--- config.mk ---
export PLATFORM = sky130hd
export DESIGN_NAME = wb_port_arbiter
export DESIGN_NICKNAME = d
export VERILOG_FILES = /design/src/rtl/wb_port_arbiter.sv
export SDC_FILE = /design/constraint.sdc
export NUM_CORES = 1
export LEC_CHECK = 0
export ABC_AREA = 1
export CAP_MARGIN = 15
export CORE_ASPECT_RATIO = 1.2
export CORE_MARGIN = 2
export CORE_UTILIZATION = 44
export CTS_CLUSTER_SIZE = 28
export DETAILED_ROUTE_END_ITERATION = 10
export HOLD_SLACK_MARGIN = 0.06
export PLACE_DENSITY_LB_ADDON = 0.12
export RECOVER_POWER = 25
export SETUP_SLACK_MARGIN = 0.3
export SYNTH_ARGS = -nofsm -noshare
export SYNTH_HDL_FRONTEND = slang
export SYNTH_SLANG_ARGS = --single-unit
export TNS_END_PERCENT = 10
--- constraint.sdc ---
create_clock -name CLK -period 3.29 [get_ports CLK]
set_input_delay 0.8225 -clock CLK [delete_from_list [all_inputs] [get_ports CLK]]
set_output_delay 0.8225 -clock CLK [all_outputs]
set_load 0.05 [all_outputs]
--- src/rtl/wb_port_arbiter.sv ---
// rtl/wb_port_arbiter.sv - register file write port arbiter between MEM/WB and buffered MDU results
module wb_port_arbiter #(
    parameter int unsigned DATA_W     = 32,
    parameter int unsigned REG_W      = 5,
    parameter int unsigned DEPTH      = 2,
    parameter int unsigned STARVE_MAX = 4
) (
    input  logic              CLK,
    input  logic              RSTn,
    input  logic              wb_regwrite,
    input  logic              wb_memtoreg,
    input  logic [DATA_W-1:0] wb_aluout,
    input  logic [DATA_W-1:0] wb_readdata,
    input  logic [REG_W-1:0]  wb_writereg,
    input  logic              mdu_valid,
    output logic              mdu_ready,
    input  logic [DATA_W-1:0] mdu_result,
    input  logic [REG_W-1:0]  mdu_dest,
    output logic              rf_we,
    output logic [REG_W-1:0]  rf_waddr,
    output logic [DATA_W-1:0] rf_wdata,
    output logic              rf_src,
    output logic              mdu_pending,
    output logic              stall
);
    localparam int unsigned PTR_W = $clog2(DEPTH);
    localparam int unsigned CNT_W = $clog2(DEPTH + 1);
    localparam int unsigned ST_W  = $clog2(STARVE_MAX + 1);

    logic [DATA_W-1:0] data_q [DEPTH];
    logic [REG_W-1:0]  dest_q [DEPTH];

    logic [PTR_W-1:0] wptr_q, wptr_d;
    logic [PTR_W-1:0] rptr_q, rptr_d;
    logic [CNT_W-1:0] count_q, count_d;
    logic [ST_W-1:0]  starve_q, starve_d;
    logic             stall_q, stall_d;

    logic accept;
    logic enq;
    logic deq;

    assign mdu_ready   = (count_q < CNT_W'(DEPTH));
    assign mdu_pending = (count_q != '0);
    assign stall       = stall_q;

    // A zero destination completes the handshake but is never stored.
    assign accept = mdu_valid && mdu_ready;
    assign enq    = accept && (mdu_dest != '0);
    assign deq    = !wb_regwrite && mdu_pending;

    always_comb begin
        rf_we    = 1'b0;
        rf_src   = 1'b0;
        rf_waddr = '0;
        rf_wdata = '0;
        if (wb_regwrite) begin
            rf_we    = 1'b1;
            rf_waddr = wb_writereg;
            rf_wdata = wb_memtoreg ? wb_readdata : wb_aluout;
        end else if (mdu_pending) begin
            rf_we    = 1'b1;
            rf_src   = 1'b1;
            rf_waddr = dest_q[rptr_q];
            rf_wdata = data_q[rptr_q];
        end
    end

    always_comb begin
        wptr_d  = wptr_q;
        rptr_d  = rptr_q;
        count_d = count_q;
        if (enq) begin
            wptr_d = wptr_q + PTR_W'(1);
        end
        if (deq) begin
            rptr_d = rptr_q + PTR_W'(1);
        end
        case ({enq, deq})
            2'b10:   count_d = count_q + CNT_W'(1);
            2'b01:   count_d = count_q - CNT_W'(1);
            default: count_d = count_q;
        endcase
    end

    // The wait counter restarts whenever the head moves or the FIFO empties.
    always_comb begin
        starve_d = starve_q;
        if ((count_d == '0) || deq) begin
            starve_d = '0;
        end else if (starve_q != ST_W'(STARVE_MAX)) begin
            starve_d = starve_q + ST_W'(1);
        end
        stall_d = (starve_d == ST_W'(STARVE_MAX)) && (count_d != '0);
    end

    always_ff @(posedge CLK or negedge RSTn) begin
        if (!RSTn) begin
            wptr_q   <= '0;
            rptr_q   <= '0;
            count_q  <= '0;
            starve_q <= '0;
            stall_q  <= 1'b0;
        end else begin
            wptr_q   <= wptr_d;
            rptr_q   <= rptr_d;
            count_q  <= count_d;
            starve_q <= starve_d;
            stall_q  <= stall_d;
        end
    end

    always_ff @(posedge CLK) begin
        if (enq) begin
            data_q[wptr_q] <= mdu_result;
            dest_q[wptr_q] <= mdu_dest;
        end
    end
endmodule
Yosys cells after proc, flatten, opt, wreduce, memory -nomap -nowiden
Memory sizes are Yosys's and may differ from the RTL's.
Cells that the tools add are included.
W data, S select, Z words.
{ "classes": {"add_sub_neg": 5, "mul": 0, "n_div": 0, "magnitude_cmp": 1, "eq_ne": 4, "n_shift": 0, "n_mux": 13, "bitwise": 0, "n_reduce_logical": 10} }
{ "op_table": {"columns": ["cell", "count"], "rows": [
  ["$mux W32", 3],
  ["$mux W5", 2],
  ["$mux W3", 2],
  ["$mux W1", 5],
  ["$reduce_bool A5 Y1", 1],
  ["$logic_and A1 B1 Y1", 4],
  ["$pmux W2 S2", 1],
  ["$reduce_bool A2 Y1", 2],
  ["$add A3 B1 Y3 const B", 1],
  ["$eq A3 B3 Y1 const B", 1],
  ["$ne A3 B3 Y1 const B", 1],
  ["$add A1 B1 Y1 const B", 2],
  ["$add A2 B1 Y2 const B", 1],
  ["$eq A2 B1 Y1 const B", 1],
  ["$eq A2 B2 Y1 const B", 1],
  ["$logic_not A2 Y1", 1],
  ["$lt A2 B2 Y1 const B", 1],
  ["$sub A2 B1 Y2 const B", 1],
  ["$logic_not A1 Y1", 1],
  ["$logic_or A1 B1 Y1", 1]
]} }
{ "word_totals": {"regBits": 8, "latch_bits": 0, "mem_bits_rw": 74, "rom_bits": 0, "output_inout_bits": 42, "memories": 2} }
{ "mem_list": {"columns": ["name", "words", "width", "rd", "rd_ports_with_merged_regs", "wr", "line_no", "text"], "rows": [
  ["data_q", 2, 32, 1, 0, 1, "30", "logic [DATA_W-1:0] data_q [DEPTH];"],
  ["dest_q", 2, 5, 1, 0, 1, "31", "logic [REG_W-1:0] dest_q [DEPTH];"]
]} }

Longest topological paths before layout
{ "logic_depth": {"ltp_word": 10, "mapped_depth": 11} }

Worst setup path after synthesis
OpenSTA, ideal clock, no wires.
{ "synth_timing": {"path_kind": "input -> output", "start": "input port wb_memtoreg", "end": "output port rf_wdata[7]", "t_arrival_ps": 2260, "slack_ps": 208, "cell_stages": 4, "path_cell_list": "inv_1 -> buf_2 -> nor2_1 -> o21ai_0"} }
{ "synth_between": {"elab_chain_cells": 2} }
{ "synth_lines": {"columns": ["item", "line_no", "text"], "rows": [
  ["start, declared", "11", "input logic wb_memtoreg,"],
  ["$mux W32", "60", "rf_wdata = wb_memtoreg ? wb_readdata : wb_aluout;"],
  ["$mux W32", "57", "if (wb_regwrite) begin"],
  ["end, declared", "21", "output logic [DATA_W-1:0] rf_wdata,"]
]} }
Every way passes these cells.

Worst setup path after layout
Ends and elaborated chain as after synthesis.

==> qor.txt <==
OUTCOME
----------------------------------------------------------------------------
Status                                                          complete, no violations

CRITICAL PATH
----------------------------------------------------------------------------
CP max stage cell                                               clkdlybuf4s50_1
Worst setup path startpoint                                      wb_memtoreg
Critical path startpoint category                                  input pin
End of the critical path                                         rf_wdata[7]
Number of cells on the critical path                                       6
Depth of the most critical reg-to-reg path                                 7
Launching point of the worst reg2reg path                         count_q[1]
Critical setup path kind                                        input pin to primary output
Reg2reg setup slack                                                  1390 ps
Worst EP required                                                    2470 ps
Buffers and inverters on the worst path                                    4
Endpoint class of the critical path                             primary output
Delay contributed by the slowest stage of the critical path           460 ps
Arrival time worst endpoint                                          2120 ps
RR Endpoint                                                      starve_q[0]
Cells traversed along the worst timing path                     clkdlybuf4s50_1 -> inv_1 -> buf_4 -> nor2_1 -> o21ai_1 -> buf_12
CP top delay family                                             buffers and inverters
Worst Path Max Fanout                                                     16

PWR
----------------------------------------------------------------------------
Peak supply drop                                                  0.000512 V
Leakage power figure                                                 2.50 nW
Pwr/cell area                                                    739 mW/mm^2

SYNTHESIS
----------------------------------------------------------------------------
Largest area contributor in the netlist                             edfxtp_1
Area share of the largest cell type after synthesis                    0.562
Register area share after synthesis                                    0.613
Area of the mapped netlist                                      0.00395 mm^2
Cell variety after synth                                                  27
Ranking of synthesized cells by area                            edfxtp_1 (56%), nand2_1 (13%), o21ai_2 (6.4%), dfrtp_1 (5.1%), nor2_1 (3.6%)
Register bit total from synthesis                                         82
Synth Area per Inst                                                10.2 um^2
Post-Synthesis Net Count                                                 501
Mapped Cells                                                             387
Total number of yosys warnings                                             0

FLOORPLAN
----------------------------------------------------------------------------
Initial core utilization                                               0.456
Number of standard-cell rows in the floorplan                             37
Die Span X                                                           90.5 um
Number of placed I/O pins                                                153
Vertical extent of the die                                            108 um
Die area                                                        0.00976 mm^2
Placeable core area                                             0.00866 mm^2

TIMING
----------------------------------------------------------------------------
Total negative slack for setup checks                                   0 ps
Endpoints failing setup                                                    0
Final count of hold timing violations                                      0
Maximum frequency from static timing analysis                        340 MHz
Slew at the pin closest to its max-slew limit                         817 ps
Final-layout worst hold slack                                         567 ps
Final clock period utilization by the worst path                       0.894
Pins Over Slew Limit                                                       0
Setup repair after global routing missed its margin                      yes
Worst Clk Skew                                                       5.85 ps
Normalized max-slew margin                                             0.455
Min Tclk post-route                                                  2940 ps

DRT
----------------------------------------------------------------------------
DR vias                                                                 3274
DRT iter0 DRCs                                                           148
Wire length per cell after detailed routing                          15.0 um
Antenna Violating Nets Remaining                                           0
Post-detailed-routing wire length                                   10000 um
DR vias/cell                                                            4.90
DRC violation count after routing                                          0
Drt first pass iters                                                       4

CLOCK TREE
----------------------------------------------------------------------------
Clock-pin slew on the worst setup and hold paths                       70 ps
Root cell of the clock tree                                         clkbuf_8
TritonCTS clock tree                                                   built
Number of buffers created by CTS                                           9
Clock buffer depth                                                         2
Number of sinks on the clock net                                          82
Setup Buffers After CTS                                                    0
Number of buffers added to fix hold violations after cts                   0
H-tree depth                                                               3
Clock network latency to the later pin of the worst-skew pair         340 ps

PLACE
----------------------------------------------------------------------------
Final HPWL from detailed placement                                   7340 um
Routability-driven placement congestion ratio                          0.744
Count of port buffers added during placement                             152

GRT
----------------------------------------------------------------------------
Initial antenna violation count                                            0
GRT Resource Usage Total                                               0.217
Overflow after GRT                                                         0
Number of global-route vias before repair                               3369
Maximum number of pins on one net before global-route repair              39
Global-route wire length before repair                              16500 um

LAYOUT
----------------------------------------------------------------------------
Net count of the finished layout                                         660
Fraction of final layout cells sized beyond drive strength 1           0.183
Area growth from synthesis to final layout                             57.4%
Number of antenna diodes                                                   0

FLOW RUN
----------------------------------------------------------------------------
Maximum capacitance violations                                             0

HOLD PATH
----------------------------------------------------------------------------
Worst min-delay path class                                      register to register

-- through the flow --
step	area (um^2)	total power, mW	setup WS, ps	utilization	instances
6_report	6220	4.59	348	0.718	668
5_1_grt	6220	4.85	254	0.718	668
4_1_cts	6210	4.63	264	0.717	668
3_5_place_dp	6000	3.87	235	0.693	652
3_3_place_gp	6000	3.82	291	0.693	652
2_1_floorplan	3950	2.84	222	-	387
-- registers in the layout (all words and copies together), names as in the netlist --
| name | cells |
|---|---|
| data_q | 64 |
| dest_q | 10 |
| starve_q | 3 |
| count_q | 2 |
| rptr_q | 1 |
| stall | 1 |
| wptr_q | 1 |
-- timing repair --
item                                    4_1_cts  5_1_grt
resized for setup                             2        4
endpoints found under the setup margin       11       34
pin swaps                                     0        0
-- power by group --
| group | total, mW | leakage, nW | switching, mW | internal, mW |
|---|---|---|---|---|
| Combinational | 2.39 | 1.62 | 1.41 | 0.982 |
| Clock | 0.754 | 0.0993 | 0.327 | 0.427 |
| Sequential | 1.45 | 0.783 | 0.0661 | 1.38 |
| Total | 4.59 | 2.50 | 1.80 | 2.79 |
-- cell usage after synthesis, drive strengths merged --
cell	instances
nand2	142
edfxtp	74
o21ai	69
nor2	40
buf	15
inv	14
dfrtp	8
clkbuf	5
mux2i	5
nand3	4
xor2	4
ha	3
nand4	1
nor3	1
or2	1
xnor2	1
-- placed cells by master, fill, tap and decap left out, types with 4 or more instances in the layout --
master           Yosys  routed
dfrtp_1              8       8
nor2_1              38      36
edfxtp_1            74      74
buf_12               0      40
o21ai_0             24      21
clkdlybuf4s50_1      0      89
xor2_1               4       4
o21ai_1             16      19
buf_4                3      12
nand2_1            142     142
o21ai_2             29      29
dlygate4sd3_1        0      23
clkbuf_8             1       9
mux2i_1              5       5
inv_1               13      13
clkbuf_1             2       4
-- layout make-up --
| class | count | area (um^2) |
|---|---|---|
| multi-input cells | 271 | 1340 |
| flip-flops and latches | 82 | 2420 |
| well taps | 117 | 146 |
| clock inverters | 3 | 63.8 |
| inverters | 14 | 52.6 |
| fillers | 649 | 2440 |
| clock buffers | 13 | 139 |
| repair buffers | 168 | 2060 |
-- metal layers --
metal	vias to the layer above	routed length (um)	share of wire	track usage
met5	-	0	0	0
met4	0	142	0.014	0.0857
met3	14	494	0.049	0.0441
met2	96	5240	0.52	0.381
met1	1548	4150	0.41	0.261
li1	1616	-	-	-
-- how the worst min path moves through the flow --
stage / from / endpoint / slack [ps] / cells after the start
floorplan: count_q[1] / count_q[1] / 500 / 2
global placement: count_q[1] / count_q[1] / 520 / 2
global route: count_q[1] / count_q[1] / 590 / 2
detailed placement: count_q[1] / count_q[1] / 550 / 2
CTS: count_q[1] / count_q[1] / 570 / 2
finish: count_q[1] / count_q[1] / 570 / 2
-- logic make-up (layout without fill, tap and decap cells) --
group,Yosys count,count (layout),share of synthesized area
simple gates,189,189,0.186
flops,82,82,0.613
compound gates,69,69,0.115
buf+inv,34,198,0.0526
xor+xnor,5,5,0.0111
mux,5,5,0.0127
fa+ha+maj,3,3,0.00950
-- tightest hold or removal path: stages, from the launching register on --
cell,delay [ps]
dfrtp_1,380
nand2_1,80
nand2_1,60
Power figures use the tool's default switching activity.
